### config.mk
export PLATFORM = sky130hd
export DESIGN_NAME = clock_set_controller
export DESIGN_NICKNAME = d
export VERILOG_FILES = /design/src/rtl/clock_set_controller.sv
export SDC_FILE = /design/constraint.sdc
export NUM_CORES = 1
export LEC_CHECK = 0
export BUFFER_PORTS_ARGS = -buffer_cell sky130_fd_sc_hd__buf_2
export CAP_MARGIN = 40
export CORE_UTILIZATION = 30
export DETAILED_ROUTE_END_ITERATION = 16
export GPL_TIMING_DRIVEN = 0
export PLACE_DENSITY_LB_ADDON = 0.15
export SLEW_MARGIN = 5
export SYNTH_ARGS = -nofsm -noshare
export SYNTH_HDL_FRONTEND = slang
export SYNTH_SLANG_ARGS = --single-unit
### constraint.sdc
create_clock -name ck -period 7.4 [get_ports ck]
set_clock_uncertainty 0.2 [all_clocks]
set_input_delay 0 -clock ck [delete_from_list [all_inputs] [get_ports ck]]
set_output_delay 0 -clock ck [all_outputs]
set_load 0.02 [all_outputs]
### src/rtl/clock_set_controller.sv
// Time-of-day counter with a RUN / SET_H / SET_M setting FSM.
// Includes button edge detection, hold-to-auto-increment and blink generation.
module clock_set_controller #(
    parameter logic [2:0] HOLD_HALVES = 3'd2
) (
    input  logic       ck,
    input  logic       reset,
    input  logic       tick_sec,
    input  logic       tick_half,
    input  logic       btn_mode,
    input  logic       btn_up,
    output logic       half_clear,
    output logic [1:0] mode,
    output logic [4:0] hours,
    output logic [5:0] minutes,
    output logic [5:0] seconds,
    output logic       blink
);

    typedef enum logic [1:0] {
        RUN   = 2'b00,
        SET_H = 2'b01,
        SET_M = 2'b10,
        BAD   = 2'b11
    } state_t;

    state_t     state;
    logic       mode_prev;
    logic       up_prev;
    logic       up_armed;
    logic [2:0] hold_cnt;

    logic mode_edge, up_live, up_edge, auto_inc, setting, do_inc;
    logic sec_wrap, min_wrap, hour_wrap;

    assign mode = state;

    // up_armed keeps a button held across reset release from acting until it is seen low.
    assign mode_edge = btn_mode & ~mode_prev;
    assign up_live   = btn_up & up_armed;
    assign up_edge   = up_live & ~up_prev;
    assign auto_inc  = up_live & tick_half & (hold_cnt == HOLD_HALVES);
    assign setting   = (state == SET_H) || (state == SET_M);
    assign do_inc    = setting & ~mode_edge & (up_edge | auto_inc);

    assign sec_wrap  = (seconds == 6'd59);
    assign min_wrap  = (minutes == 6'd59);
    assign hour_wrap = (hours == 5'd23);

    always_ff @(posedge ck or negedge reset) begin
        if (!reset) begin
            state      <= RUN;
            hours      <= 5'd0;
            minutes    <= 6'd0;
            seconds    <= 6'd0;
            blink      <= 1'b0;
            half_clear <= 1'b0;
            hold_cnt   <= 3'd0;
            mode_prev  <= 1'b0;
            up_prev    <= 1'b0;
            up_armed   <= 1'b0;
        end else begin
            mode_prev  <= btn_mode;
            up_prev    <= btn_up;
            up_armed   <= up_armed | ~btn_up;
            half_clear <= setting & ~mode_edge & up_edge;

            if (!up_live || up_edge)
                hold_cnt <= 3'd0;
            else if (tick_half && hold_cnt < HOLD_HALVES)
                hold_cnt <= hold_cnt + 3'd1;

            case (state)
                RUN: begin
                    blink <= 1'b0;
                    if (tick_sec) begin
                        seconds <= sec_wrap ? 6'd0 : seconds + 6'd1;
                        if (sec_wrap) begin
                            minutes <= min_wrap ? 6'd0 : minutes + 6'd1;
                            if (min_wrap)
                                hours <= hour_wrap ? 5'd0 : hours + 5'd1;
                        end
                    end
                    if (mode_edge)
                        state <= SET_H;
                end
                SET_H, SET_M: begin
                    if (btn_up)
                        blink <= 1'b0;
                    else if (tick_half)
                        blink <= ~blink;

                    if (mode_edge) begin
                        if (state == SET_H) begin
                            state <= SET_M;
                        end else begin
                            state   <= RUN;
                            seconds <= 6'd0;
                            blink   <= 1'b0;
                        end
                    end else if (do_inc) begin
                        if (state == SET_H)
                            hours <= hour_wrap ? 5'd0 : hours + 5'd1;
                        else
                            minutes <= min_wrap ? 6'd0 : minutes + 6'd1;
                    end
                end
                default: begin
                    state <= RUN;
                    blink <= 1'b0;
                end
            endcase
        end
    end

endmodule

# Word level (Yosys, flattened, before mapping)
# Cells that the tools add are included.
[totals]
register_bits = 27
output_inout_bits = 21
in_bits = 6
[classes]
bitwise = 15
eq_ne = 15
mux = 31
n_addsub = 4
n_reduce_logical = 12
order_cmp = 1
[op_table]
columns = ["op", "count"]
rows = [
  ["6-bit 2-to-1 mux", 10],
  ["5-bit 2-to-1 mux", 7],
  ["6-bit one-hot mux with 2 select lines", 2],
  ["2-bit inequality test, second input constant", 9],
  ["6-bit by 1-bit adder with 6-bit output, second input constant", 2],
  ["6-bit equality test, second input constant", 2],
  ["5-bit one-hot mux with 2 select lines", 1],
  ["1-bit AND", 8],
  ["7-bit AND reduction", 1],
  ["2-bit 2-to-1 mux", 3],
  ["3-bit 2-to-1 mux", 2],
  ["6-bit AND reduction", 1],
  ["5-bit by 1-bit adder with 5-bit output, second input constant", 1],
  ["5-bit equality test, second input constant", 1],
  ["1-bit 2-to-1 mux", 5],
  ["1-bit inverter", 5],
  ["2-bit one-hot mux with 2 select lines", 1],
  ["4-bit AND reduction", 1],
  ["2-bit nonzero test", 2],
  ["3-bit by 1-bit adder with 3-bit output, second input constant", 1],
  ["3-bit by 2-bit equality test with 1-bit output, second input constant", 1],
  ["3-bit by 2-bit < comparator with 1-bit output, second input constant", 1],
  ["2-bit by 1-bit equality test with 1-bit output, second input constant", 1],
  ["2-bit equality test, second input constant", 1],
  ["7 further kinds", 9],
]

# Logic depth before layout (Yosys ltp)
[logic_depth]
depth_word = 8
mapped_depth = 8

# Worst setup path after synthesis
# Ideal clock, no wire load.
[synth_timing]
path_type = "reg2reg"
from = "register state[0], in the netlist mode[0]"
to = "register minutes[2]"
slack_ps = 4711
required_time_ps = 7134
path_buffers = 1
path_stages_with_launch = 9
setup_time_ps = 66
period_less_slack_ps = 2689
arrival_ps = 2423
path_cell_list = "dfrtp_1 -> inv_1 -> ha_1 -> inv_1 -> a2111o_1 -> a2111o_1 -> buf_6 -> or4b_1 -> nand2_1"
[synth_between]
elab_chain_cells = 6
[synth_lines]
columns = ["element", "line", "text"]
rows = [
  ["start: declaration", "27", "state_t state;"],
  ["start signal: assignment", "52", "state <= RUN;"],
  ["start signal: assignment", "85", "state <= SET_H;"],
  ["start signal: assignment", "95", "state <= SET_M;"],
  ["2-bit by 1-bit equality test with 1-bit output or 2-bit equality test (tied branches)", "43, 73, 102", ""],
  ["1-bit logical OR", "43", "assign setting = (state == SET_H) || (state == SET_M);"],
  ["1-bit AND (2 in series)", "44", "assign do_inc = setting & ~mode_edge & (up_edge | auto_inc);"],
  ["2-bit inequality test (no line)", "n/a", ""],
  ["6-bit AND reduction (no line)", "n/a", ""],
  ["end signal: assignment", "79", "minutes <= min_wrap ? 6'd0 : minutes + 6'd1;"],
  ["end signal: assignment", "105", "minutes <= min_wrap ? 6'd0 : minutes + 6'd1;"],
  ["end: declaration", "15", "output logic [5:0] minutes,"],
]
# Several ways; a longest one is shown, not always the timed one.
# A chain may end at the register's enable or synchronous reset.

# Worst setup path in the final report
[layout_timing]
from = "register state[1], in the netlist mode[1]"
to = "register hours[3]"
[layout_between]
elab_chain_cells = 6
[layout_lines]
columns = ["element", "line", "text"]
rows = [
  ["2-bit by 1-bit equality test with 1-bit output or 2-bit equality test (tied branches)", "43, 73, 102", ""],
  ["1-bit logical OR", "43", ""],
  ["1-bit AND (2 in series)", "44", ""],
  ["2-bit inequality test (no line)", "n/a", ""],
  ["7-bit AND reduction (no line)", "n/a", ""],
  ["end signal: assignment", "81", "hours <= hour_wrap ? 5'd0 : hours + 5'd1;"],
  ["end signal: assignment", "103", "hours <= hour_wrap ? 5'd0 : hours + 5'd1;"],
  ["end: declaration", "14", "output logic [4:0] hours,"],
]
# Several ways; a longest one is shown, not always the timed one.

==> metrics.txt <==
R2R setup slack 4.61 ns; number of diodes 0; maximum fanout along the worst path 7; Clock Latency Late Sink 0.27 ns; die area 0.00500 mm^2; Tcrit/Tclk final 37.7%; CTS Buf Count 3; initial core utilization 31.9%; antenna violations before repair 0; Worst Hold Class input port to asynchronous set/reset pin; Via density 5.16; router iterations before antenna repair 12; CP arrival 2.80 ns; fmax 0.358 GHz; setup bufs post-CTS 0; Synth top cells by count 27 x dfrtp_1, 13 x nor2_1, 12 x o21ai_0, 11 x nand2_1, 10 x inv_1; R2R depth 7; distinct cell type count after synthesis 38; Placer Congestion 0.750; Max-Cap Viols 0; Die H 70.7 um; Hold WS 0.0674 ns; Setup TNS 0 ns; DP Wirelength 2220 um; Num Clock Sinks 27; worst-path cell chain inv_1 > ha_1 > inv_1 > a2111o_1 > a221o_1 > or4_1 > o21ai_1; CTS resizes 0; area leader, netlist dfrtp_1; Slew @ Worst Pin 0.613 ns; Site Rows 24; Final Hold Violating Endpoints 0; top post-synthesis cells by area dfrtp_1 48%, ha_1 7.9%, o21ai_0 4.2%, nor2_1 3.4%, nand2_1 2.9%; CTS clk-pin slew, worst paths 0.09 ns; post-synth top area share 47.7%; min cycle time layout 2.79 ns; crit path capture type register; RR Startpoint mode[1]; DR WL/cell 12.8 um; Slew HR 59.1%; share of layout cells above drive strength 1 18.5%; hold_buf cts 4; Post-Synthesis Cells 144; placed cells 222; Final Max Tran Viols 0; Residual DRC 4; worst r2r dst hours[3]; Util after Layout 38.2%; Yosys Warn Count 0; fin cells 230; core area 0.00444 mm^2; Slowest-stage cell, CP or4_1; Port Buffers 26; # fillers 446; CP peak stage delay 0.55 ns; Post-DRT Antenna Nets 0; final instance area 0.00170 mm^2; Net count, final 194; Post-synth ARST share 100%; Crit Path Class register to register; Power per Cell Area 396 mW/mm^2; Data required, critical path 7.40 ns; setup violators final 0; area post-placement 0.00161 mm^2; top_reg_cell synth dfrtp_1; outcome complete, but fails checks; VDD IR max 0.000132 V; CTS root buf clkbuf_8; top-level I/O count 27; DIE WIDTH 70.7 um; clock buffer depth 2; number of global-route vias before repair 1170; EDFF count, synth 0; first-pass GRT wire length 5250 um; GRT Total Usage 13.0%; most frequent cell on the critical path inv_1; H-Tree Depth 1; sequential share of the synthesized area 47.7%; Synth Area per Inst 9.84 um^2; largest net degree at the start of global routing 28; top-count cell post-synth dfrtp_1; drt total wl 2950 um; Pleak 0.792 nW; Post-Synthesis Net Count 159; RSZ-0062 raised after global routing false; area grow syn2layout 19.8%; Initial DRC Count 45; Post-Syn Area 0.00142 mm^2; startpoint types register; total grt overflow 0; Seq cells post-synth 27; CTS tree done; via count 1187; failing checks design-rule violations
[layout by cell type, fill, tap and decap left out, types with 5 or more instances in the layout]
cell	instances
nor2_1	13
nand2_1	11
nand3_1	6
o21ai_0	12
nor3_1	5
inv_1	10
ha_1	9
a21oi_1	6
dfrtp_1	27
buf_2	26
[flip-flops by register name (all words and copies together) (netlist names)]
| signal | count |
|---|---|
| mode | 2 |
| hours | 5 |
| minutes | 6 |
| half_clear | 1 |
| up_prev | 1 |
| mode_prev | 1 |
| seconds | 6 |
| blink | 1 |
| up_armed | 1 |
| hold_cnt | 3 |
[logic make-up after synthesis]
group	share of synthesized area, %
muxes	2.38
adders and majority gates	7.94
DFF	47.7
AOI/OAI and AO/OA	17.7
and+or+nand+nor	20.3
xor gates and xnor gates	0.618
buffers and inverters	3.44
[worst max-delay path by stage]
stage / cells after the start / from / end / slack (ns)
6_report: 7 / mode[1] / hours[3] / 4.61
3_3_place_gp: 7 / mode[1] / hours[3] / 4.64
4_1_cts: 7 / mode[1] / hours[3] / 4.60
2_1_floorplan: 8 / mode[0] / minutes[2] / 4.71
5_1_grt: 7 / mode[0] / hours[4] / 4.42
3_5_place_dp: 7 / mode[1] / hours[3] / 4.63
[critical path, delay by kind of cell (launching register included)]
kind | cells | cell delay (ns)
compound gates | 3 | 0.93
flops | 1 | 0.40
buf+inv | 2 | 0.25
simple gates | 1 | 0.55
fa+ha+maj | 1 | 0.41
[area by class of cell]
class / count / area, um^2 / area share, %
Multi-Input combinational cell: 106 / 693 / 40.8
Sequential cell: 27 / 676 / 39.8
Timing Repair Buffer: 30 / 170 / 10.0
Tap cell: 52 / 65.1 / 3.83
Clock buffer: 4 / 45.0 / 2.65
Inverter: 10 / 37.5 / 2.21
Buffer: 1 / 11.3 / 0.663
[layer usage]
layer | part of all wire, % | GRT usage, % | vias to the layer above
met1 | 49 | 16.7 | 567
met3 | 3.4 | 2.14 | 5
met2 | 46 | 22.5 | 27
li1 | - | - | 588
met5 | 0 | 0 | -
met4 | 1.2 | 4.00 | 0
[where the power goes]
group	leakage, nW	internal [mW]	switching, mW	total [mW]
sequential	0.335	0.194	0.0514	0.245
combinational	0.434	0.134	0.210	0.344
clock	0.0228	0.0386	0.0447	0.0832
[stage by stage]
| stage | total power [mW] | setup slack [ns] |
|---|---|---|
| floorplan | 0.490 | 4.71 |
| global placement | 0.583 | 4.64 |
| detailed placement | 0.593 | 4.63 |
| CTS | 0.680 | 4.60 |
| global route | 0.735 | 4.42 |
| finish | 0.672 | 4.61 |
No activity file was read; power rests on OpenSTA's default activity.
